### config.mk
export PLATFORM = sky130hd
export DESIGN_NAME = dram_ctrl
export DESIGN_NICKNAME = d
export VERILOG_FILES = /design/src/rtl/dram_ctrl.sv
export SDC_FILE = /design/constraint.sdc
export NUM_CORES = 1
export LEC_CHECK = 0
export ABC_AREA = 1
export CAP_MARGIN = 5
export CORE_MARGIN = 2
export CORE_UTILIZATION = 35
export CTS_CLUSTER_SIZE = 25
export DETAILED_ROUTE_END_ITERATION = 10
export GPL_TIMING_DRIVEN = 1
export PLACE_DENSITY = 0.63
export SLEW_MARGIN = 40
export SYNTH_ARGS = -nofsm -noshare
export SYNTH_HDL_FRONTEND = slang
export SYNTH_SLANG_ARGS = --single-unit
### constraint.sdc
create_clock -name clk -period 2.3 [get_ports clk]
set_input_delay 0.23 -clock clk [delete_from_list [all_inputs] [get_ports clk]]
set_output_delay 0.23 -clock clk [all_outputs]
set_load 0.005 [all_outputs]
### src/rtl/dram_ctrl.sv
// dram_ctrl: single-request, open-page controller for a simple 32-bit SDRAM-style part.
// Accepts one request at a time, keeps the last activated row open, and issues
// PRE/ACT/RD/WR commands with programmable gaps. All outputs come from flops.
module dram_ctrl #(
    parameter int T_RP  = 5,
    parameter int T_RCD = 5,
    parameter int T_WR  = 5
) (
    input  logic        clk,
    input  logic        rstn,
    input  logic        req_valid,
    output logic        req_ready,
    input  logic        req_write,
    input  logic [20:0] req_addr,
    input  logic [31:0] req_wdata,
    input  logic [3:0]  req_wstrb,
    output logic        rsp_valid,
    output logic [31:0] rsp_rdata,
    output logic        DRAM_CSn,
    output logic        DRAM_RASn,
    output logic        DRAM_CASn,
    output logic [3:0]  DRAM_WEn,
    output logic [10:0] DRAM_A,
    output logic [31:0] DRAM_D,
    input  logic [31:0] DRAM_Q,
    input  logic        DRAM_valid
);

    // Wait counters count down to zero, so the load value is (wait cycles - 1).
    // PRE_WAIT/ACT_WAIT last T-1 cycles; WR_WAIT lasts T_WR cycles.
    localparam logic [3:0] RP_LOAD  = (T_RP  > 1) ? 4'(T_RP  - 2) : 4'd0;
    localparam logic [3:0] RCD_LOAD = (T_RCD > 1) ? 4'(T_RCD - 2) : 4'd0;
    localparam logic [3:0] WR_LOAD  = (T_WR  > 0) ? 4'(T_WR  - 1) : 4'd0;

    typedef enum logic [3:0] {
        IDLE,
        PRE,
        PRE_WAIT,
        ACT,
        ACT_WAIT,
        COL,
        RD_WAIT,
        WR_WAIT,
        DONE
    } state_t;

    state_t      state;
    state_t      state_d;

    // Open-page bookkeeping
    logic        open_vld;
    logic [10:0] open_row;

    // Shared wait counter for PRE_WAIT / ACT_WAIT / WR_WAIT
    logic [3:0]  cnt;

    // Request captured on acceptance
    logic        lat_write;
    logic [10:0] lat_row;
    logic [9:0]  lat_col;
    logic [31:0] lat_wdata;
    logic [3:0]  lat_wstrb;

    // Request view used by the decoder: live inputs while accepting, latched copy afterwards
    logic        cur_write;
    logic [10:0] cur_row;
    logic [9:0]  cur_col;
    logic [31:0] cur_wdata;
    logic [3:0]  cur_wstrb;

    logic        accept;

    // Command pins for the next cycle, decoded from the state being entered
    logic        cs_n_p0;
    logic        ras_n_p0;
    logic        cas_n_p0;
    logic [3:0]  we_n_p0;
    logic [10:0] a_p0;
    logic [31:0] d_p0;

    // Select live request fields in IDLE so a row hit can issue its column command right away
    always_comb begin
        cur_write = lat_write;
        cur_row   = lat_row;
        cur_col   = lat_col;
        cur_wdata = lat_wdata;
        cur_wstrb = lat_wstrb;
        if (state == IDLE) begin
            cur_write = req_write;
            cur_row   = req_addr[20:10];
            cur_col   = req_addr[9:0];
            cur_wdata = req_wdata;
            cur_wstrb = req_wstrb;
        end
    end

    // Next-state logic: page-hit/miss decision in IDLE, timed waits elsewhere
    always_comb begin
        state_d = state;
        accept  = 1'b0;
        case (state)
            IDLE: begin
                if (req_valid) begin
                    accept = 1'b1;
                    if (open_vld && (open_row == req_addr[20:10])) begin
                        state_d = COL;
                    end else if (open_vld) begin
                        state_d = PRE;
                    end else begin
                        state_d = ACT;
                    end
                end
            end
            PRE: begin
                if (T_RP > 1) begin
                    state_d = PRE_WAIT;
                end else begin
                    state_d = ACT;
                end
            end
            PRE_WAIT: begin
                if (cnt == 4'd0) begin
                    state_d = ACT;
                end
            end
            ACT: begin
                if (T_RCD > 1) begin
                    state_d = ACT_WAIT;
                end else begin
                    state_d = COL;
                end
            end
            ACT_WAIT: begin
                if (cnt == 4'd0) begin
                    state_d = COL;
                end
            end
            COL: begin
                if (cur_write) begin
                    state_d = WR_WAIT;
                end else begin
                    state_d = RD_WAIT;
                end
            end
            RD_WAIT: begin
                if (DRAM_valid) begin
                    state_d = DONE;
                end
            end
            WR_WAIT: begin
                if (cnt == 4'd0) begin
                    state_d = DONE;
                end
            end
            DONE: begin
                state_d = IDLE;
            end
            default: begin
                state_d = IDLE;
            end
        endcase
    end

    // Command decode: each command state is occupied for exactly one cycle, so the pins pulse once
    always_comb begin
        cs_n_p0  = 1'b1;
        ras_n_p0 = 1'b1;
        cas_n_p0 = 1'b1;
        we_n_p0  = 4'hF;
        a_p0     = 11'h000;
        d_p0     = 32'h0000_0000;
        case (state_d)
            PRE: begin
                cs_n_p0  = 1'b0;
                ras_n_p0 = 1'b0;
                we_n_p0  = 4'h0;
            end
            ACT: begin
                cs_n_p0  = 1'b0;
                ras_n_p0 = 1'b0;
                a_p0     = cur_row;
            end
            COL: begin
                cs_n_p0  = 1'b0;
                cas_n_p0 = 1'b0;
                a_p0     = {1'b0, cur_col};
                if (cur_write) begin
                    we_n_p0 = ~cur_wstrb;
                    d_p0    = cur_wdata;
                end
            end
            default: begin
            end
        endcase
    end

    // State register, wait counter and open-row tracking
    always_ff @(posedge clk or negedge rstn) begin
        if (!rstn) begin
            state    <= IDLE;
            cnt      <= 4'd0;
            open_vld <= 1'b0;
            open_row <= 11'h000;
        end else begin
            state <= state_d;
            case (state)
                PRE: begin
                    cnt      <= RP_LOAD;
                    open_vld <= 1'b0;
                end
                ACT: begin
                    cnt      <= RCD_LOAD;
                    open_vld <= 1'b1;
                    open_row <= lat_row;
                end
                COL: begin
                    cnt <= WR_LOAD;
                end
                PRE_WAIT, ACT_WAIT, WR_WAIT: begin
                    if (cnt != 4'd0) begin
                        cnt <= cnt - 4'd1;
                    end
                end
                default: begin
                end
            endcase
        end
    end

    // Request capture; data-only, so no reset needed
    always_ff @(posedge clk) begin
        if (accept) begin
            lat_write <= req_write;
            lat_row   <= req_addr[20:10];
            lat_col   <= req_addr[9:0];
            lat_wdata <= req_wdata;
            lat_wstrb <= req_wstrb;
        end
    end

    // Registered DRAM command pins
    always_ff @(posedge clk or negedge rstn) begin
        if (!rstn) begin
            DRAM_CSn  <= 1'b1;
            DRAM_RASn <= 1'b1;
            DRAM_CASn <= 1'b1;
            DRAM_WEn  <= 4'hF;
            DRAM_A    <= 11'h000;
            DRAM_D    <= 32'h0000_0000;
        end else begin
            DRAM_CSn  <= cs_n_p0;
            DRAM_RASn <= ras_n_p0;
            DRAM_CASn <= cas_n_p0;
            DRAM_WEn  <= we_n_p0;
            DRAM_A    <= a_p0;
            DRAM_D    <= d_p0;
        end
    end

    // Handshake and response: ready only in IDLE, rsp_valid only in DONE
    always_ff @(posedge clk or negedge rstn) begin
        if (!rstn) begin
            req_ready <= 1'b1;
            rsp_valid <= 1'b0;
            rsp_rdata <= 32'h0000_0000;
        end else begin
            req_ready <= (state_d == IDLE);
            rsp_valid <= (state_d == DONE);
            if ((state == RD_WAIT) && DRAM_valid) begin
                rsp_rdata <= DRAM_Q;
            end else if ((state == WR_WAIT) && (cnt == 4'd0)) begin
                rsp_rdata <= 32'h0000_0000;
            end
        end
    end

endmodule

==> flow_summary.json <==
{
  "outcome": "finished clean",
  "clockRootBuffer": "clkbuf_16",
  "synth_area_leaders": "dfrtp_1 (36%), edfxtp_1 (26%), nand2_1 (13%)",
  "hold_viol_final": 0,
  "powerDensity_mw_per_mm2": 1170,
  "via_per_inst": 4.56,
  "first_pass_iters": 4,
  "num_vias": 5004,
  "yosysTopAreaCell": "dfrtp_1",
  "io-pin-count": 178,
  "synth_cell_types": 29,
  "worstSetupStartpoint": "cnt[0]$_DFFE_PN0P_",
  "slew_headroom_pct": 64.0,
  "cts.sinks": 162,
  "place.gp.congestion": 0.828,
  "setup_viol_count_final": 0,
  "critPathArrivalTime_ns": 2.34,
  "yosys_register_bits": 162,
  "skew_ns": 0.00853,
  "max_freq_mhz": 489,
  "grt_pass1_vias": 5102,
  "rows": 50,
  "port-buffer-count": 177,
  "grt_max_degree": 48,
  "synth_top_area_share_pct": 36.3,
  "drc_errors": 0,
  "seq_area_frac_synth_pct": 65.8,
  "fp.dieArea_mm2": 0.0200,
  "p_leak_nw": 4.15,
  "critPathMaxFanout": 11,
  "drtIter0Drc": 278,
  "slew_violations": 0,
  "ctsHtreeMaxLevel": 4,
  "yosys_warnings": 0,
  "syn_nets": 758,
  "core_area_mm2": 0.0186,
  "cts_tree": "done",
  "grt_usage_pct": 16.5,
  "final_common_cell": "nand2_1",
  "worst_pin_slew_ns": 0.540,
  "cp.required_ns": 2.59,
  "area_growth_pct": 41.0,
  "initial_core_util_pct": 35.5,
  "die-width_um": 141,
  "period_share_pct": 89.0,
  "most-common-layout-cells": "nand2_1 (231), clkdlybuf4s50_1 (176), dfrtp_1 (96)",
  "final_antenna_net_count": 0,
  "dpl.cell_count": 1061,
  "grt_pass1_wl_um": 25700,
  "final_nets": 946,
  "syn_area_mm2": 0.00662,
  "start_kind": "register",
  "clk_latency_ns": 0.42,
  "min_path_type": "primary input to async pin",
  "worstReg2RegStart": "cnt[0]$_DFFE_PN0P_",
  "wl_um": 16000,
  "layout.cells.non_filler": 1097,
  "endpoint_kind": "register",
  "cts_buffer_depth": 2,
  "grt_overflow": 0,
  "netlist_instances": 662,
  "crit_type": "register to register",
  "hpwl_um": 11000,
  "fin_setup_tns_ns": 0,
  "clkTransAtPathRegs_ns": 0.06,
  "drive_gt1_share_pct": 11.6,
  "die_h_um": 141,
  "rsz0062_at_grt": "no",
  "numCtsBuffers": 17,
  "drv_cap": 0,
  "wl_per_cell_um": 14.5,
  "syn_avg_cell_area_um2": 9.99,
  "diodes": 0,
  "fin_crit_ns": 2.05,
  "antenna_found_initial": 2,
  "vdd_drop_max_uv": 687
}
==> critical path, stage by stage (launching register included) <==
cell	delay [ns]
dfrtp_1	0.37
inv_1	0.11
ha_1	0.15
nand3_1	0.15
nand2_1	0.13
nand2_1	0.06
nor2_1	0.17
nand2_1	0.09
nor2_2	0.17
nand2_2	0.16
buf_4	0.21
nand3_1	0.07
o21ai_0	0.08
==> layer usage <==
layer  vias up  wire length (um)  part of all wire, %  track usage [%]
met5         -                24                 0.15                0
met4         4               171                  1.1             4.68
met3        18              1590                   10             7.46
met2       177              7270                   46             26.0
met1      2325              6900                   43             20.5
li1       2480                 -                    -                -
==> registers in the layout, indices dropped and copies added, names as in the netlist, 10 cells and up <==
register	count
DRAM_D	32
lat_col	10
DRAM_A	11
rsp_rdata	32
lat_row	11
open_row	11
lat_wdata	32
==> logic make-up after synthesis <==
| family | after synthesis | share of synthesized area, % |
|---|---|---|
| xor+xnor | 2 | 0.265 |
| simple gates | 286 | 17.3 |
| fa+ha+maj | 2 | 0.378 |
| flops | 162 | 65.8 |
| mux | 2 | 0.303 |
| compound gates | 105 | 9.74 |
| buf+inv | 103 | 6.24 |
==> worst paths after layout <==
check | slack, ns | endpoint | cells past startpoint
min in group clk | 0.36 | rsp_rdata[27]$_DFFE_PN0P_ | 3
hold reg to reg | 0.48 | rsp_rdata[21]$_DFFE_PN0P_ | 2
setup reg to reg | 0.25 | DRAM_A[9]$_DFF_PN0_ | 12
hold / removal | 0.34 | open_row[5]$_DFFE_PN0P_ | 2
max in group asynchronous | 1.26 | DRAM_D[10]$_DFF_PN0_ | 3
setup / recovery | 0.25 | DRAM_A[9]$_DFF_PN0_ | 12
==> cell type report <==
class	count	area [um2]
fill	1736	9320
tap	234	293
sequential	162	4350
timing repair buffer	194	1950
clock inverter	10	98.8
clock buffer	22	484
multi-input combinational	397	1850
inverter	78	293
==> cells in the mapped netlist <==
| master | number |
|---|---|
| a21oi_1 | 6 |
| a21oi_2 | 30 |
| buf_1 | 1 |
| buf_2 | 3 |
| buf_6 | 3 |
| clkbuf_1 | 18 |
| dfrtp_1 | 96 |
| dfstp_2 | 8 |
| edfxtp_1 | 58 |
| ha_1 | 2 |
| inv_1 | 72 |
| inv_2 | 6 |
| mux2i_1 | 2 |
| nand2_1 | 231 |
| nand2_2 | 2 |
| nand3_1 | 19 |
| nand3_2 | 1 |
| nand3_4 | 1 |
| nand4_1 | 2 |
| nor2_1 | 23 |
| nor2_2 | 3 |
| nor3_1 | 2 |
| o21ai_0 | 58 |
| o21ai_1 | 9 |
| o21ai_2 | 1 |
| o21bai_1 | 1 |
| or2_1 | 1 |
| or2_2 | 1 |
| xor2_1 | 2 |
==> per-stage QoR <==
stage | total power, mW | hold slack, ns | area (um2) | setup slack [ns] | utilization [%]
4_1_cts | 11.0 | 0.343 | 9290 | 0.0674 | 49.8
3_5_place_dp | 8.17 | 0.253 | 8690 | 0.0653 | 46.6
5_1_grt | 11.7 | 0.365 | 9330 | 0.00426 | 50.0
6_report | 10.9 | 0.336 | 9330 | 0.253 | 50.0
2_1_floorplan | 6.35 | -0.0656 | 6620 | 0.0147 | -
3_3_place_gp | 8.12 | 0.249 | 8690 | 0.167 | 46.6
==> power by group <==
group	internal [mW]	leakage (nW)	switching, mW
registers	3.85	1.88	0.346
logic	1.69	1.99	2.26
clock network	1.62	0.280	1.15
==> timing repair <==
action	CTS	global route
hold endpoints to repair	35	0
setup endpoints to repair	0	12
hold buffers	1	0
gates resized for setup	0	0
buffers inserted	0	2
Note: power is estimated with default switching activity, not from simulation.
